==> config.mk <==
export PLATFORM = sky130hd
export DESIGN_NAME = bin2bcd_seq_flat
export DESIGN_NICKNAME = d
export VERILOG_FILES = /design/src/rtl/bin2bcd_pkg.sv /design/src/rtl/bin2bcd_seq_if.sv /design/src/rtl/bcd_add3.sv /design/src/rtl/bin2bcd_seq.sv /design/src/flat_wrapper.sv
export SDC_FILE = /design/constraint.sdc
export NUM_CORES = 1
export LEC_CHECK = 0
export BUFFER_PORTS_ARGS = -buffer_cell sky130_fd_sc_hd__buf_2
export CORE_UTILIZATION = 32
export DETAILED_ROUTE_END_ITERATION = 6
export PLACE_DENSITY = 0.58
export RECOVER_POWER = 100
export SLEW_MARGIN = 20
export SYNTH_ARGS = -nofsm -noshare
export SYNTH_HDL_FRONTEND = slang
export SYNTH_HIERARCHICAL = 1
export SYNTH_SLANG_ARGS = --single-unit
export TNS_END_PERCENT = 30
==> constraint.sdc <==
create_clock -name clk -period 2.1 [get_ports clk]
set_input_delay 0.105 -clock clk [delete_from_list [all_inputs] [get_ports clk]]
set_output_delay 0.105 -clock clk [all_outputs]
set_load 0.1 [all_outputs]
==> src/rtl/bin2bcd_pkg.sv <==
// Shared types and constants for the sequential binary-to-BCD converter.
package bin2bcd_pkg;

  typedef enum logic [0:0] {
    IDLE  = 1'b0,
    SHIFT = 1'b1
  } state_t;

  localparam int         BCD_DIGIT_W = 4;
  localparam logic [3:0] BCD_BLANK   = 4'hF;

endpackage

==> src/rtl/bin2bcd_seq_if.sv <==
// Start/done handshake and result bus of bin2bcd_seq; the master drives requests.
interface bin2bcd_seq_if #(
  parameter int BIN_W  = 8,
  parameter int DIGITS = 3
);
  import bin2bcd_pkg::*;

  logic                          start;
  logic [BIN_W-1:0]              bin;
  logic                          busy;
  logic                          done;
  logic [BCD_DIGIT_W*DIGITS-1:0] bcd;
  logic                          overflow;

  modport master (output start, output bin, input busy, input done, input bcd, input overflow);
  modport slave  (input start, input bin, output busy, output done, output bcd, output overflow);
endinterface

==> src/rtl/bcd_add3.sv <==
// Double-dabble digit correction: a digit of 5 or more gets 3 added before the shift.
module bcd_add3
  import bin2bcd_pkg::*;
(
  input  logic [BCD_DIGIT_W-1:0] i_d,
  output logic [BCD_DIGIT_W-1:0] o_d
);

  assign o_d = (i_d >= 4'd5) ? (i_d + 4'd3) : i_d;

endmodule

==> src/rtl/bin2bcd_seq.sv <==
// Sequential binary-to-BCD converter, one input bit per clock (shift-and-add-3).
// Define BIN2BCD_BLANK_EN to replace leading zero digits with the blank code.
module bin2bcd_seq
  import bin2bcd_pkg::*;
#(
  parameter int BIN_W  = 8,
  parameter int DIGITS = 3
) (
  input  logic         clk,
  input  logic         rst,
  bin2bcd_seq_if.slave bus
);

  localparam int SCR_W = BCD_DIGIT_W * DIGITS;
  localparam int CNT_W = $clog2(BIN_W + 1);

  function automatic logic [SCR_W-1:0] fmt_bcd(input logic [SCR_W-1:0] v);
    logic [SCR_W-1:0] r;
`ifdef BIN2BCD_BLANK_EN
    logic lead;
    r    = v;
    lead = 1'b1;
    for (int i = DIGITS - 1; i >= 1; i--) begin
      if (lead && (v[i*BCD_DIGIT_W +: BCD_DIGIT_W] == 4'h0)) begin
        r[i*BCD_DIGIT_W +: BCD_DIGIT_W] = BCD_BLANK;
      end else begin
        lead = 1'b0;
      end
    end
`else
    r = v;
`endif
    return r;
  endfunction

  localparam logic [SCR_W-1:0] BCD_RST = fmt_bcd({SCR_W{1'b0}});

  state_t               r_state;
  state_t               w_next_state;
  logic                 w_load;
  logic                 w_finish;
  logic [BIN_W-1:0]     r_shift;
  logic [SCR_W-1:0]     r_scratch;
  logic [CNT_W-1:0]     r_cnt;
  logic                 r_ovf;
  logic [SCR_W-1:0]     r_bcd;
  logic                 r_done;
  logic                 r_overflow;
  logic [SCR_W-1:0]     w_corr;
  logic [SCR_W+BIN_W:0] w_wide;
  logic [SCR_W-1:0]     w_new_scratch;
  logic                 w_ovf_next;

  for (genvar g = 0; g < DIGITS; g++) begin : g_digit
    bcd_add3 u_add3 (
      .i_d (r_scratch[g*BCD_DIGIT_W +: BCD_DIGIT_W]),
      .o_d (w_corr[g*BCD_DIGIT_W +: BCD_DIGIT_W])
    );
  end

  // Top bit of the widened word is whatever falls out of the most significant digit.
  assign w_wide        = {w_corr, r_shift, 1'b0};
  assign w_new_scratch = w_wide[BIN_W +: SCR_W];
  assign w_ovf_next    = r_ovf | w_wide[SCR_W+BIN_W];

  // State register.
  always_ff @(posedge clk or posedge rst) begin
    if (rst) begin
      r_state <= IDLE;
    end else begin
      r_state <= w_next_state;
    end
  end

  // Next-state and control decode.
  always_comb begin
    w_next_state = r_state;
    w_load       = 1'b0;
    w_finish     = 1'b0;
    case (r_state)
      IDLE: begin
        if (bus.start) begin
          w_next_state = SHIFT;
          w_load       = 1'b1;
        end else begin
          w_next_state = IDLE;
        end
      end
      SHIFT: begin
        if (r_cnt == CNT_W'(1)) begin
          w_next_state = IDLE;
          w_finish     = 1'b1;
        end else begin
          w_next_state = SHIFT;
        end
      end
      default: begin
        w_next_state = IDLE;
      end
    endcase
  end

  // Datapath: load, shift/correct, and capture the final value on completion.
  always_ff @(posedge clk or posedge rst) begin
    if (rst) begin
      r_shift    <= {BIN_W{1'b0}};
      r_scratch  <= {SCR_W{1'b0}};
      r_cnt      <= {CNT_W{1'b0}};
      r_ovf      <= 1'b0;
      r_bcd      <= BCD_RST;
      r_done     <= 1'b0;
      r_overflow <= 1'b0;
    end else begin
      r_done <= w_finish;
      if (w_load) begin
        r_shift   <= bus.bin;
        r_scratch <= {SCR_W{1'b0}};
        r_ovf     <= 1'b0;
        r_cnt     <= CNT_W'(BIN_W);
      end else if (r_state == SHIFT) begin
        r_shift   <= w_wide[BIN_W-1:0];
        r_scratch <= w_new_scratch;
        r_ovf     <= w_ovf_next;
        r_cnt     <= r_cnt - CNT_W'(1);
      end
      if (w_finish) begin
        r_bcd      <= fmt_bcd(w_new_scratch);
        r_overflow <= w_ovf_next;
      end
    end
  end

  assign bus.busy     = (r_state == SHIFT);
  assign bus.done     = r_done;
  assign bus.bcd      = r_bcd;
  assign bus.overflow = r_overflow;

endmodule

==> src/flat_wrapper.sv <==
// flat-port wrapper written by rule: the top's interface ports become plain ports
module bin2bcd_seq_flat import bin2bcd_pkg::*;
#(
  parameter int BIN_W  = 8,
  parameter int DIGITS = 3
)
  (clk, rst, bus_start, bus_bin, bus_busy, bus_done, bus_bcd, bus_overflow);
  bin2bcd_seq_if #(.BIN_W(BIN_W), .DIGITS(DIGITS)) bus_i ();
  input  logic clk;
  input  logic rst;
  input wire logic [$bits(bus_i.start)-1:0] bus_start;
  input wire logic [$bits(bus_i.bin)-1:0] bus_bin;
  output wire logic [$bits(bus_i.busy)-1:0] bus_busy;
  output wire logic [$bits(bus_i.done)-1:0] bus_done;
  output wire logic [$bits(bus_i.bcd)-1:0] bus_bcd;
  output wire logic [$bits(bus_i.overflow)-1:0] bus_overflow;
  assign bus_i.start = bus_start;
  assign bus_i.bin = bus_bin;
  assign bus_busy = bus_i.busy;
  assign bus_done = bus_i.done;
  assign bus_bcd = bus_i.bcd;
  assign bus_overflow = bus_i.overflow;
  bin2bcd_seq #(.BIN_W(BIN_W), .DIGITS(DIGITS)) u_core (.clk(clk), .rst(rst), .bus(bus_i));
endmodule
==> impl_metrics.tcl, run 1 <==
set metrics [dict create \
    final.min_clock_period_ps 1810 \
    wl_per_cell_um 12.8 \
    placed_cells 266 \
    reg2reg_from "u_core/r_cnt[1]" \
    synth.most_common_cell "dfrtp_1" \
    design_area_sq_um 2180 \
    place_area_sq_um 2160 \
    yosys.cell_types.count 25 \
    synth_xor_xnor_area_share_pct 1.80 \
    cts_sinks 40 \
    max_freq_mhz 553 \
    antenna_found_initial 0 \
    tightest_slew_ps 1180 \
    outcome "finished, final reports clean" \
    hpwl_mm 2.43 \
    grt_max_degree 23 \
    grt_pass1_vias 1296 \
    finalCritPeriodShare_pct 86.1 \
    area_growth_pct 11.8 \
    drive_above_1_share_pct 11.5 \
    cp-end-kind "flip-flop" \
    post-cts-setup-buffers 0 \
    yosysWarningCount 6 \
    grt_setup_unrepaired "no" \
    h-tree-depth 2 \
    root_buffer "clkbuf_8" \
    yosysTopAreaCell "dfrtp_1" \
    grt_usage_pct 13.2 \
    finalMaxSlewViolations 0 \
    drtAntennaViolNets 0 \
    final_cell_count_no_fill 275 \
    drc 0 \
    async_reset_ff_share_pct 100 \
    syn_area_per_cell_sq_um 11.6 \
    diodes 0 \
    postSynthCellCount 168 \
    place.gp.congestion 0.715 \
    min_path_cells 3 \
    grt_pass1_wl_mm 6.28 \
    multiInputGateArea_sq_um 800 \
    vias 1251 \
    ios 26 \
    synth-edff-count 0 \
    yosysSeqAreaShare_pct 51.4 \
    min_from "bus_bin[0]" \
    max-cap-violations 0 \
    synth-simple-area-share_pct 9.38 \
    synth_top_cells_by_count "dfrtp_1 (40), nand2_1 (20), a22o_1 (13)" \
    crit_arrival_ps 1980 \
    first_iter_violations 69 \
    syn_area_sq_um 1950 \
    num_rows 28 \
    whs_ps 58.9 \
    slew_headroom_pct 21.9 \
    cts_max_path_buffers 2 \
    worstSetupPathType "reg2reg" \
    hold_path.class "in2reg" \
    syn-num-nets 187 \
    skew_ps 6.23 \
    hold_end "u_core/r_shift[0]" \
    drt-total-wl_mm 3.52 \
    tns_ps 0 \
    first_pass_iters 4 \
    vias_per_cell 4.55 \
    synth_top_area_share_pct 51.4 \
    chipWidth_um 80.0 \
    synth_top_flop_cell "dfrtp_1" \
    core_area_sq_um 5890 \
    setup-violations-final 0 \
    tritoncts "built" \
    die_h_um 80.0 \
    dieArea_sq_um 6400 \
    insertion_delay_ps 290 \
    synthMuxAreaShare_pct 15.0 \
    portBuffers 25 \
    cts_inserted_buffers 5 \
    fillers 632 \
    rr_worst_depth 5 \
    crit_required_ps 2270 \
    gr-total-overflow 0 \
    synth_area_leaders "dfrtp_1 (51%), mux2i_1 (6.2%), a22o_1 (5.8%)" \
    yosys.area_share.adder_pct 5.14 \
    ys_ff_latch 40 \
    clkTransAtPathRegs_ps 80 \
    reg2reg_to "u_core/bus.bcd[8]" \
    ff_latch_area_sq_um 1000 \
    nNetsFinal 218 \
    critPathMaxFanout 6 \
    synth_top_family_by_area "multiplexers" \
    hold_viol 0 \
    worst_setup_path_start_kind "flip-flop" \
    regToRegSetupSlack_ps 290 \
    initial_core_util_pct 33.1 \
    synth_compound_area_share_pct 12.0 \
]
==> how the worst max path moves through the flow <==
stage	endpoint	cells past startpoint	slack [ps]	startpoint
2_1_floorplan	u_core/bus.bcd[0]	5	270	u_core/bus.busy
3_3_place_gp	u_core/bus.bcd[2]	5	540	u_core/r_cnt[1]
3_5_place_dp	u_core/bus.bcd[2]	5	500	u_core/r_cnt[1]
4_1_cts	bus_busy	2	360	u_core/bus.busy
5_1_grt	u_core/bus.bcd[10]	5	170	u_core/r_cnt[1]
6_report	u_core/bus.bcd[8]	5	290	u_core/r_cnt[1]
==> worst max-delay path, cell delays in order, from the launching register on <==
cell	delay, ps
dfrtp_1	410
inv_1	100
ha_1	140
nor4bb_1	350
clkbuf_1	340
mux2_1	350
==> kinds of logic (layout without fill, tap and decap cells) <==
kind of cell,Yosys count,count (layout)
muxes,25,25
AOI/OAI and AO/OA,34,34
DFF,40,40
xor gates and xnor gates,4,4
adders and majority gates,8,8
and+or+nand+nor,37,37
buffers and inverters,20,52
==> per-stage QoR <==
stage                     setup slack, ps  utilization [%]
after CTS                             361             38.3
after floorplan                       275                -
after global placement                540             36.6
final                                 292             37.0
after detailed placement              502             36.6
after global routing                  170             37.0
==> sequential cells by signal, summed over array words and instances (netlist names) <==
name,cells
u_core/bus.busy,1
u_core/r_scratch,12
u_core/r_shift,8
u_core/bus.bcd,12
u_core/r_ovf,1
u_core/bus.overflow,1
u_core/r_cnt,4
u_core/bus.done,1
==> routing by layer <==
| layer | up-vias | wire length [um] | part of all wire [%] | track usage [%] |
|---|---|---|---|---|
| met5 | - | 0 | 0 | 0 |
| met4 | 0 | 64 | 1.8 | 5.36 |
| met3 | 4 | 118 | 3.4 | 3.77 |
| met2 | 18 | 1550 | 44 | 19.9 |
| met1 | 596 | 1780 | 51 | 17.6 |
| li1 | 633 | - | - | - |
==> what timing repair did <==
| action | in CTS | in global routing |
|---|---|---|
| gates resized for setup | 0 | 0 |
| hold buffers | 1 | 0 |
| hold endpoints to repair | 9 | 0 |
| endpoints found under the setup margin | 0 | 0 |
==> final cells by class <==
| class | instances | area share [%] |
|---|---|---|
| flip-flops and latches | 40 | 46.0 |
| clock buffers | 8 | 4.14 |
| repair buffers | 32 | 6.78 |
| inverters | 12 | 2.07 |
| well taps | 75 | 4.31 |
| multi-input cells | 108 | 36.7 |
==> cells in the final DEF, fill, tap and decap left out, drive strengths merged <==
cell / instances
a21oi: 3
a22o: 13
a31oi: 1
buf: 12
clkbuf: 27
dfrtp: 40
dlygate4sd3: 1
ha: 8
inv: 12
mux2: 13
mux2i: 12
nand2: 20
nand2b: 7
nor2: 7
nor3: 1
nor4bb: 1
o21ai: 16
o31ai: 1
or4: 1
xnor2: 3
xor2: 1
Power of run 1 is not shown: default switching activity piles up to over one toggle a cycle in this logic, so the estimate is an artifact.
==> run 2, diff against run 1 <==
Settings changed: PLACE_DENSITY 0.58 to unset, PLACE_DENSITY_LB_ADDON set to 0.15.
==> run 2 against run 1 <==
Effect of this change:
- utilization is 0.64 points higher
- die area stayed put
- sequential cell count stayed put
- non-clock buffer count is 1 higher
- count of clock-buffer cells in the layout is 3 lower
- critical path depth is 3 lower
- worst hold slack better by 8.3 ps
- sequential share of layout area is 0.78 points lower
- clock skew is 2.7 ps lower
- critical endpoint is now bus_busy
- largest cell class unchanged
==> impl_metrics.tcl, run 2 (synthesis gave the netlist of run 1 again) <==
set metrics [dict create \
    slew_headroom_pct 15.1 \
    drive_above_1_share_pct 16.4 \
    antenna_found_initial 0 \
    setup-violations-final 0 \
    first_iter_violations 44 \
    core_area_sq_um 5890 \
    grt_setup_unrepaired "no" \
    max_freq_mhz 538 \
    finalMaxSlewViolations 0 \
    skew_ps 3.56 \
    outcome "finished, final reports clean" \
    clkTransAtPathRegs_ps 80 \
    cts_max_path_buffers 2 \
    initial_core_util_pct 33.1 \
    place.gp.congestion 0.735 \
    tns_ps 0 \
    critPathMaxFanout 36 \
    drc 0 \
    grt_max_degree 37 \
    worstSetupPathType "reg2out" \
    cts_sinks 40 \
    cts_inserted_buffers 5 \
    area_growth_pct 13.7 \
    cts_resized 0 \
    root_buffer "clkbuf_8" \
    crit_required_ps 2000 \
    pre_cts_ws_ps 271 \
    grt_pass1_wl_mm 6.64 \
    hpwl_mm 2.83 \
    diodes 0 \
    final_cell_mix "dfrtp_1 (39), nand2_1 (20), clkbuf_1 (18), o21ai_0 (13), a22o_1 (13)" \
    gr-total-overflow 0 \
    die_h_um 80.0 \
    max-cap-violations 0 \
    setup_ws_ps 241 \
    drtAntennaViolNets 0 \
    drt-total-wl_mm 3.90 \
    grt_pass1_vias 1446 \
    finalCritPeriodShare_pct 88.5 \
    ios 26 \
    final.min_clock_period_ps 1860 \
    vias_per_cell 4.78 \
    placed_cells 267 \
    nNetsFinal 219 \
    place_area_sq_um 2160 \
    final_cell_count_no_fill 276 \
    dieArea_sq_um 6400 \
    tightest_slew_ps 1270 \
    chipWidth_um 80.0 \
    worst_setup_path_start_kind "flip-flop" \
    design_area_sq_um 2220 \
    final_common_cell "dfrtp_1" \
    cp-end-kind "output pin" \
    vias 1319 \
    num_rows 28 \
    hold_viol 0 \
    crit_arrival_ps 1750 \
    tritoncts "built" \
    first_pass_iters 4 \
    insertion_delay_ps 290 \
    h-tree-depth 2 \
    grt_usage_pct 13.9 \
    portBuffers 25 \
    post-cts-setup-buffers 0 \
    wl_per_cell_um 14.1 \
    hold_path.class "in2reg" \
]
-- run 2: cell count changes in the layout (fill, tap and decap cells not counted), moves of 2 or more --
cell      before  now
clkbuf_1      20   18
clkbuf_2       1    3
clkinv_2       0    2
mux2_1        12    6
mux2_4         0    6
-- run 2: through the flow --
stage / utilization [%] / hold slack, ps
finish: 37.6 / 67.1
detailed placement: 36.8 / 174
floorplan: - / 261
global placement: 36.8 / 167
global route: 37.6 / 76.4
CTS: 38.4 / 62.3
-- run 2: what timing repair did --
| item | CTS | global route |
|---|---|---|
| setup endpoints to repair | 0 | 0 |
| hold buffers | 1 | 0 |
| hold endpoints to repair | 40 | 0 |
-- run 2: metal layers --
| layer | part of all wire [%] | track usage (%) | up-vias |
|---|---|---|---|
| li1 | - | - | 633 |
| met1 | 43 | 15.0 | 651 |
| met2 | 51 | 24.3 | 28 |
| met3 | 4.1 | 4.00 | 7 |
| met4 | 2.1 | 7.68 | 0 |
| met5 | 0 | 0 | - |
-- run 2: cell type report --
class / instances / area [sq um]
timing repair buffer: 33 / 150
fill: 576 / 3670
tap: 75 / 93.8
multi-input combinational: 108 / 837
clock buffer: 5 / 68.8
sequential: 40 / 1000
clock inverter: 3 / 18.8
inverter: 12 / 45.0
-- run 2: path summary, 6_finish.rpt --
kind,from,to,depth (start not counted),slack [ps]
hold / removal,bus_bin[0],u_core/r_shift[0],3,70
hold reg to reg,u_core/r_shift[4],u_core/r_shift[5],2,480
max in group asynchronous,rst,u_core/r_cnt[1],4,550
setup reg to reg,u_core/r_cnt[1],u_core/bus.bcd[5],5,250
setup / recovery,u_core/bus.busy,bus_busy,2,240
min in group asynchronous,rst,u_core/r_scratch[0],4,660
-- run 2: critical path, cell delays in order (launching register included) --
cell	delay, ps
dfrtp_2	370
clkbuf_2	520
clkbuf_2	570
Power of run 2 is left out for the same reason.
==> run 3, diff against run 2 <==
--- a/config.mk
+++ b/config.mk
@@ -7,4 +7,5 @@
 export LEC_CHECK = 0
 export BUFFER_PORTS_ARGS = -buffer_cell sky130_fd_sc_hd__buf_2
+export CORE_ASPECT_RATIO = 0.7
 export CORE_UTILIZATION = 32
 export DETAILED_ROUTE_END_ITERATION = 6
==> constraint.sdc (replaced) <==
create_clock -name clk -period 2.1 [get_ports clk]
set_input_delay 0.21 -clock clk [delete_from_list [all_inputs] [get_ports clk]]
set_output_delay 0.21 -clock clk [all_outputs]
set_load 0.1 [all_outputs]
==> run 3 against run 2 <==
Effect of this change:
- critical path depth is 1 lower
- count of clock-buffer cells in the layout is 1 higher
- setup slack better by 120 ps
- cell count is 0.72% lower
- clock skew is 3.2 ps higher
- first-iteration DRC count is 14% lower
- global-route usage is 0.37 points lower
- via count is 2.3% lower
- routed wire length is 6.3% lower
- final area is 1.0% lower
- utilization is 0.27 points higher
- sequential cell count stayed put
- critical path type unchanged
- highest routed layer unchanged
==> impl_metrics.tcl, run 3 (synthesis gave the netlist of run 1 again) <==
set metrics [dict create \
    cts_resized 0 \
    drtAntennaViolNets 0 \
    reg2reg_to "u_core/r_cnt[0]" \
    critPathMaxFanout 2 \
    crit_arrival_ps 1530 \
    wl_met2_mm 1.62 \
    final.min_clock_period_ps 1740 \
    h-tree-depth 2 \
    slew_headroom_pct 22.1 \
    top_layer_used "met4" \
    crit_required_ps 1890 \
    slowest_stage "clkbuf_1" \
    reg2reg_from "u_core/bus.busy" \
    regToRegSetupSlack_ps 370 \
    fillers 580 \
    grt_pass1_vias 1302 \
    worstSetupPathType "reg2out" \
    rr_worst_depth 4 \
    gr-total-overflow 0 \
    final_common_cell "dfrtp_1" \
    cp-end-kind "output pin" \
    pre_cts_ws_ps 425 \
    max_freq_mhz 574 \
    grt_max_degree 28 \
    initial_core_util_pct 33.7 \
    area_growth_pct 12.6 \
    multiInputGateArea_sq_um 800 \
    hold_end "u_core/r_shift[0]" \
    drive_above_1_share_pct 12.6 \
    nNetsFinal 217 \
    core_area_sq_um 5780 \
    critPathBufInv 1 \
    setup-violations-final 0 \
    cts_max_path_buffers 2 \
    dieArea_sq_um 6410 \
    hold_viol 0 \
    num_rows 23 \
    cts_sinks 40 \
    min_from "bus_bin[0]" \
    path_cells "clkbuf_1" \
    critPathMaxStageDelay_ps 870 \
    met3_length_um 189 \
    vias 1289 \
    min_path_cells 3 \
    final_cell_mix "dfrtp_1 (40), nand2_1 (20), clkbuf_1 (16), o21ai_0 (13), a22o_1 (13)" \
    skew_ps 6.79 \
    insertion_delay_ps 290 \
    hpwl_mm 2.59 \
    grt_setup_unrepaired "no" \
    setup_ws_ps 358 \
    portBuffers 25 \
    die_h_um 67.3 \
    worst_setup_path_start_kind "flip-flop" \
    tightest_slew_ps 1170 \
    cpLargestDelayFamily "buffers and inverters" \
    wl_per_cell_um 13.4 \
    vias_per_cell 4.70 \
    grt_usage_pct 13.5 \
    drt-total-wl_mm 3.66 \
    tns_ps 0 \
    chipWidth_um 95.3 \
    clkTransAtPathRegs_ps 70 \
    finalCritPeriodShare_pct 83.0 \
    finalMaxSlewViolations 0 \
    tritoncts "built" \
    grt_pass1_wl_mm 6.37 \
    root_buffer "clkbuf_8" \
    max-cap-violations 0 \
    outcome "finished, final reports clean" \
    drc 0 \
    ff_latch_area_sq_um 1000 \
    first_iter_violations 38 \
    wl_met1_mm 1.79 \
    diodes 0 \
    hold_path.class "in2reg" \
    ios 26 \
    whs_ps 174 \
    cts_inserted_buffers 5 \
    first_pass_iters 4 \
    place.gp.congestion 0.767 \
    antenna_found_initial 0 \
]
[run 3: cell count changes in the layout (fill, tap and decap cells not counted), sizes merged]
| cell | change |
|---|---|
| buf | +1 |
| bufinv | +1 |
| clkinv | -2 |
| clkbuf | -2 |
[run 3: how the worst max path moves through the flow]
stage | start | end | cells past startpoint
2_1_floorplan | u_core/bus.busy | u_core/bus.bcd[0] | 5
3_3_place_gp | u_core/r_cnt[1] | u_core/bus.bcd[7] | 5
3_5_place_dp | u_core/r_cnt[1] | u_core/bus.bcd[8] | 5
4_1_cts | u_core/r_cnt[1] | u_core/bus.bcd[8] | 5
5_1_grt | u_core/bus.busy | u_core/r_cnt[0] | 4
6_report | u_core/bus.overflow | bus_overflow | 1
[run 3: metrics by stage]
step	util, %	instance area (sq um)	std cells
after floorplan	-	1950	168
after global placement	37.1	2150	265
after detailed placement	37.1	2150	265
after CTS	39.2	2270	274
after global routing	37.9	2190	274
final	37.9	2190	274
[run 3: repair_timing]
item / CTS / global route
setup buffers: 0 / 0
hold endpoints to repair: 9 / 0
hold buffers: 1 / 0
[run 3: area by class of cell]
| type | count | area share [%] |
|---|---|---|
| Clock buffer | 6 | 3.31 |
| Clock inverter | 2 | 1.60 |
| Inverter | 12 | 2.05 |
| Multi-Input combinational cell | 108 | 36.5 |
| Sequential cell | 40 | 45.6 |
| Tap cell | 75 | 4.28 |
| Timing Repair Buffer | 31 | 6.67 |
[run 3: layer usage]
metal	vias up	global-route usage (%)
met5	-	0
met4	0	5.68
met3	8	4.05
met2	30	20.7
met1	617	17.9
li1	634	-
Power of run 3 is left out for the same reason.
